--- src/rtl/crc_frame_receiver.sv ---
// crc_frame_receiver: deserializes MSB-first payload+CRC frames from a serial/enable link and checks the CRC.
// Latency: results and valid appear one cycle after the last check bit. No backpressure: every enabled bit is consumed. Optional CRC_ERR_CNT_EN adds err_cnt.
module crc_frame_receiver #(
    parameter int                  DATA_WIDTH = 128,
    parameter int                  CRC_SIZE   = 32,
    parameter logic [CRC_SIZE-1:0] INITAL_VAL = 32'h00000000,
    parameter logic [CRC_SIZE-1:0] CRC_POLY   = 32'h04C11DB7,
    parameter logic [CRC_SIZE-1:0] FINAL_XOR  = 32'hFFFFFFFF
) (
    input  logic                  clk,
    input  logic                  rst,
    input  logic                  serial,
    input  logic                  enable,
    output logic [DATA_WIDTH-1:0] data_out,
    output logic [CRC_SIZE-1:0]   crc_rx,
    output logic [CRC_SIZE-1:0]   crc_calc,
    output logic                  valid,
    output logic                  crc_ok,
    output logic                  busy,
    output logic                  frame_err
`ifdef CRC_ERR_CNT_EN
    ,
    output logic [15:0]           err_cnt
`endif
);

    typedef enum logic [1:0] {
        IDLE    = 2'd0,
        PAYLOAD = 2'd1,
        CHECK   = 2'd2
    } state_t;

    localparam int MAX_W = (DATA_WIDTH > CRC_SIZE) ? DATA_WIDTH : CRC_SIZE;
    localparam int CNT_W = $clog2(MAX_W + 1);
    localparam logic [CNT_W-1:0] PAY_LAST = CNT_W'(DATA_WIDTH - 1);
    localparam logic [CNT_W-1:0] CHK_LAST = CNT_W'(CRC_SIZE - 1);

    state_t                state;
    state_t                state_nxt;
    logic [CNT_W-1:0]      bit_cnt;
    logic [DATA_WIDTH-1:0] pay_sr;
    logic [CRC_SIZE-1:0]   chk_sr;
    logic [CRC_SIZE-1:0]   lfsr;

    logic                  pay_last;
    logic                  chk_last;
    logic                  pay_shift;
    logic                  chk_shift;
    logic                  done;
    logic                  abort;
    logic [DATA_WIDTH-1:0] pay_nxt;
    logic [CRC_SIZE-1:0]   chk_nxt;
    logic [CRC_SIZE-1:0]   lfsr_nxt;
    logic [CRC_SIZE-1:0]   crc_fin;

    assign pay_last = (bit_cnt == PAY_LAST);
    assign chk_last = (bit_cnt == CHK_LAST);

    // Truncating casts keep the shift expressions legal for 1-bit widths.
    assign pay_nxt  = DATA_WIDTH'({pay_sr, serial});
    assign chk_nxt  = CRC_SIZE'({chk_sr, serial});
    assign lfsr_nxt = CRC_SIZE'({lfsr, 1'b0}) ^
                      ((lfsr[CRC_SIZE-1] ^ serial) ? CRC_POLY : '0);
    assign crc_fin  = lfsr ^ FINAL_XOR;

    always_ff @(posedge clk or posedge rst) begin
        if (rst) begin
            state <= IDLE;
        end else begin
            state <= state_nxt;
        end
    end

    always_comb begin
        state_nxt = state;
        case (state)
            IDLE: begin
                if (enable) begin
                    state_nxt = (DATA_WIDTH == 1) ? CHECK : PAYLOAD;
                end
            end
            PAYLOAD: begin
                if (!enable) begin
                    state_nxt = IDLE;
                end else if (pay_last) begin
                    state_nxt = CHECK;
                end
            end
            CHECK: begin
                if (!enable || chk_last) begin
                    state_nxt = IDLE;
                end
            end
            default: state_nxt = IDLE;
        endcase
    end

    always_comb begin
        busy      = 1'b0;
        pay_shift = 1'b0;
        chk_shift = 1'b0;
        done      = 1'b0;
        abort     = 1'b0;
        case (state)
            IDLE: begin
                pay_shift = enable;
            end
            PAYLOAD: begin
                busy      = 1'b1;
                pay_shift = enable;
                abort     = !enable;
            end
            CHECK: begin
                busy      = 1'b1;
                chk_shift = enable;
                done      = enable && chk_last;
                abort     = !enable;
            end
            default: ;
        endcase
    end

    always_ff @(posedge clk or posedge rst) begin
        if (rst) begin
            bit_cnt   <= '0;
            pay_sr    <= '0;
            chk_sr    <= '0;
            lfsr      <= INITAL_VAL;
            data_out  <= '0;
            crc_rx    <= '0;
            crc_calc  <= '0;
            crc_ok    <= 1'b0;
            valid     <= 1'b0;
            frame_err <= 1'b0;
        end else begin
            valid     <= done;
            frame_err <= abort;
            if (pay_shift) begin
                pay_sr <= pay_nxt;
                lfsr   <= lfsr_nxt;
            end
            if (chk_shift) begin
                chk_sr <= chk_nxt;
            end
            // Check bits only touch chk_sr, so pay_sr already holds the full payload here.
            if (done) begin
                data_out <= pay_sr;
                crc_rx   <= chk_nxt;
                crc_calc <= crc_fin;
                crc_ok   <= (chk_nxt == crc_fin);
            end
            if (done || abort) begin
                lfsr    <= INITAL_VAL;
                bit_cnt <= '0;
            end else if (pay_shift) begin
                bit_cnt <= pay_last ? '0 : bit_cnt + CNT_W'(1);
            end else if (chk_shift) begin
                bit_cnt <= bit_cnt + CNT_W'(1);
            end
        end
    end

`ifdef CRC_ERR_CNT_EN
    always_ff @(posedge clk or posedge rst) begin
        if (rst) begin
            err_cnt <= '0;
        end else if (((done && (chk_nxt != crc_fin)) || abort) && (err_cnt != 16'hFFFF)) begin
            err_cnt <= err_cnt + 16'd1;
        end
    end
`endif

endmodule

--- config.mk ---
export PLATFORM = sky130hd
export DESIGN_NAME = crc_frame_receiver
export DESIGN_NICKNAME = d
export VERILOG_FILES = /design/src/rtl/crc_frame_receiver.sv
export SDC_FILE = /design/constraint.sdc
export NUM_CORES = 1
export LEC_CHECK = 0
export ABC_AREA = 0
export CAP_MARGIN = 10
export CORE_ASPECT_RATIO = 0.75
export CORE_UTILIZATION = 25
export DETAILED_ROUTE_END_ITERATION = 10
export PLACE_DENSITY = 0.53
export SLEW_MARGIN = 40
export SYNTH_ARGS = -nofsm -noshare
export SYNTH_HDL_FRONTEND = slang
export SYNTH_SLANG_ARGS = --single-unit
--- constraint.sdc ---
create_clock -name clk -period 17.12 [get_ports clk]
set_input_delay 4.28 -clock clk [delete_from_list [all_inputs] [get_ports clk]]
set_output_delay 4.28 -clock clk [all_outputs]
set_load 0.02 [all_outputs]
==> results.json <==
{
  "numCtsBuffers": 43,
  "critPathArrivalTime_ps": 7530,
  "reg2reg_slack_ps": 13880,
  "mostFrequentLayoutCells": "sky130_fd_sc_hd__nand2_1 (1,063), sky130_fd_sc_hd__dfrtp_1 (396), sky130_fd_sc_hd__clkdlybuf4s50_1 (199), sky130_fd_sc_hd__xnor2_1 (47), sky130_fd_sc_hd__clkbuf_16 (43)",
  "min_period_ps": 7030,
  "finalWirelength_um": 40200,
  "cellInternalPower_mw": 1.62,
  "rsz0062_at_grt": "no",
  "layout-drive-gt1-share": 0.0522,
  "synth_top_family_by_area": "simple AND/OR/NAND/NOR gates",
  "globalRouteOverflowTotal": 0,
  "grtUsageMet1": 0.180,
  "n_fill_cell": 6280,
  "whs_path_depth": 2,
  "htree_levels": 2,
  "clock_sinks": 396,
  "detailedRoute.firstPassIterationCount": 5,
  "worst_r2r_path_depth": 9,
  "place.port_buffers": 199,
  "post-route-worst-setup-slack_ps": 10090,
  "timing.final.hold_violations": 0,
  "fin_tns_setup_ps": 0,
  "synth-adder-area-share": 0.00322,
  "power.switching_mw": 0.650,
  "hold_path_class": "register to register",
  "cts-resized-gates": 0,
  "hold-path-endpoint": "crc_rx[9]",
  "synthesis.area_sq_mm": 0.0155,
  "postSynthNetCount": 1738,
  "overall_global_routing_usage": 0.127,
  "path_clk_slew_ps": 60,
  "synth-simple-area-share": 0.270,
  "placeableCoreArea_sq_mm": 0.0609,
  "skew_ps": 18.2,
  "setup_violations": 0,
  "ys_seq_elements": 396,
  "synthDominantCellAreaShare": 0.638,
  "most_heavily_used_metal_layer_in_global_routing": "met2",
  "holdCritStartpoint": "crc_rx[9]",
  "synth_compound_area_frac": 0.0319,
  "holdBufCountCts": 0,
  "globalRouteMet3Util": 0.0311,
  "post_dp_cell_area_sq_mm": 0.0183,
  "avgViaCountPerCell": 4.26,
  "cp.required_ps": 17620,
  "path_cells": "clkdlybuf4s50_1, and2_4, nand3_4, buf_12, inv_8, buf_4, nand2_1, nand2_1",
  "netlist_top_cells_area": "sky130_fd_sc_hd__dfrtp_1 (64%), sky130_fd_sc_hd__nand2_1 (26%), sky130_fd_sc_hd__xnor2_1 (2.6%), sky130_fd_sc_hd__o21ai_0 (1.4%), sky130_fd_sc_hd__clkbuf_1 (1.2%)",
  "power.clock.fraction": 0.415,
  "die-width_um": 290,
  "dr_total_vias": 11600,
  "synthDistinctLibCells": 39,
  "drcViolationCount": 0,
  "power.share.sequential": 0.471,
  "post-place-ws_ps": 9250,
  "critical_path.slowest_cell": "sky130_fd_sc_hd__clkdlybuf4s50_1",
  "critical-path-max-stage-delay_ps": 700,
  "nets": 1908,
  "cts_setup_buffers": 0,
  "worstReg2RegEnd": "crc_rx[30]",
  "path_common_cell": "sky130_fd_sc_hd__nand2_1",
  "power.static_leakage_nw": 10.1,
  "clock_tree.root_cell": "sky130_fd_sc_hd__clkbuf_16",
  "detail_route.wl_per_cell_um": 14.7,
  "synth-seq-area-share": 0.638,
  "maxSlewViolCount": 0,
  "placementRows": 78,
  "tritoncts": "yes",
  "layout.cells.most_common": "sky130_fd_sc_hd__nand2_1",
  "crit_fanout": 103,
  "worstSkewPairLatency_ps": 570,
  "final_instance_area_sq_mm": 0.0197,
  "cap_viol_max_count": 0,
  "groute.layer.met2.usage": 0.193,
  "floorplan.die_area_sq_mm": 0.0632,
  "synthXorXnorAreaFrac": 0.0271,
  "ir_drop_uv": 70.8,
  "grt_max_degree": 135,
  "chipHeight_um": 218,
  "p_per_area_mw_per_mm2": 115,
  "grt_pass1_wl_um": 65200,
  "finalCritPeriodShare": 0.411,
  "avgSynthCellArea_sq_um": 8.98,
  "ant_nets": 0,
  "outcome": "completed",
  "place_congestion": 0.784,
  "antenna_found_initial": 0,
  "path_class": "input port to register",
  "achievable-frequency_ghz": 0.142,
  "detail_route.iter0.violations": 917,
  "synth.mux.area_fraction": 0,
  "total_power_mw": 2.27,
  "first_global_vias": 11700,
  "netlist_instances": 1730,
  "initial_core_util": 0.255,
  "place_hpwl_um": 25600,
  "end_kind": "register",
  "yosysTopAreaCell": "sky130_fd_sc_hd__dfrtp_1",
  "slew_headroom": 0.429,
  "cts_buffer_depth": 3,
  "relative_contribution_of_combinational_cells_to_total_power": 0.115,
  "yosys_warnings": 0,
  "r2r_start": "state[0]",
  "pin_slew_with_the_least_headroom_to_its_limit_ps": 856,
  "worstSetupStartpointType": "input port",
  "antennaDiodeCount": 0,
  "fraction_of_power_spent_switching_nets": 0.287,
  "number_of_i_o_pins": 200,
  "layout-area-overhead-vs-synth_pct": 27.0
}
[worst max path at each step]
stage,from,endpoint,slack [ps],cells past startpoint
2_1_floorplan,rst,bit_cnt[0],1830,1
3_3_place_gp,enable,crc_rx[16],8880,7
3_5_place_dp,rst,data_out[94],9250,5
4_1_cts,rst,data_out[98],9850,5
5_1_grt,enable,data_out[52],9860,8
6_report,enable,crc_rx[30],10090,8
[critical path: cells and delay by family]
family,cells,cell delay (ps)
AND/OR/NAND/NOR,4,1050
buffers and inverters,4,2010
[layer usage]
metal	up-vias	share of wire
met3	55	0.053
met2	211	0.44
met5	-	0
li1	5685	-
met1	5697	0.49
met4	0	0.017
[final cells by class]
| cell class | instances | area (sq um) | area share |
|---|---|---|---|
| Clock inverter | 22 | 186 | 0.00945 |
| Clock buffer | 57 | 1240 | 0.0628 |
| Sequential cell | 396 | 9910 | 0.502 |
| Inverter | 6 | 42.5 | 0.00216 |
| Timing Repair Buffer | 215 | 2160 | 0.109 |
| Multi-Input combinational cell | 1238 | 5190 | 0.263 |
| Tap cell | 800 | 1000 | 0.0507 |
[cells by family (layout without fill, tap and decap cells)]
group,after synthesis,after routing
AO/OA/AOI/OAI,90,90
XOR/XNOR,48,48
adder cells (fa/ha/maj),4,4
buffers and inverters,96,300
flip-flops,396,396
AND/OR/NAND/NOR,1096,1096
[registers in the layout, summed over array words and instances, names as in the netlist]
register and count:
bit_cnt 8, chk_sr 31, crc_ok 1, lfsr 32, frame_err 1, pay_sr 128
crc_calc 32, crc_rx 32, valid 1, data_out 128, state 2
[cells in the mapped netlist (all sizes together)]
cell	n
a211oi	2
a21o	2
a21oi	34
a221oi	1
a31o	1
and2	2
and4	1
buf	41
clkbuf	49
dfrtp	396
ha	4
inv	6
nand2	1063
nand2b	2
nand3	3
nand4	4
nor2	5
nor2b	1
nor3	3
nor4	8
o211a	1
o211ai	2
o21a	1
o21ai	43
o2bb2ai	1
o31ai	1
o32ai	1
or3	2
or4	2
xnor2	47
xor2	1
[power groups by stage]
stage               Clock, mW  Sequential, mW  Combinational (mW)
floorplan                   0            1.06               0.191
global placement            0            1.08               0.253
detailed placement          0            1.08               0.261
CTS                     0.972            1.07               0.262
global route             1.01            1.08               0.291
finish                  0.940            1.07               0.260
[stage by stage]
step	util	hold WS [ps]	instances
6_report	0.324	474	2734
5_1_grt	0.324	501	2734
4_1_cts	0.324	478	2734
3_5_place_dp	0.300	462	2655
3_3_place_gp	0.299	462	2653
2_1_floorplan	-	439	1730
(Power assumes the default switching activity.)
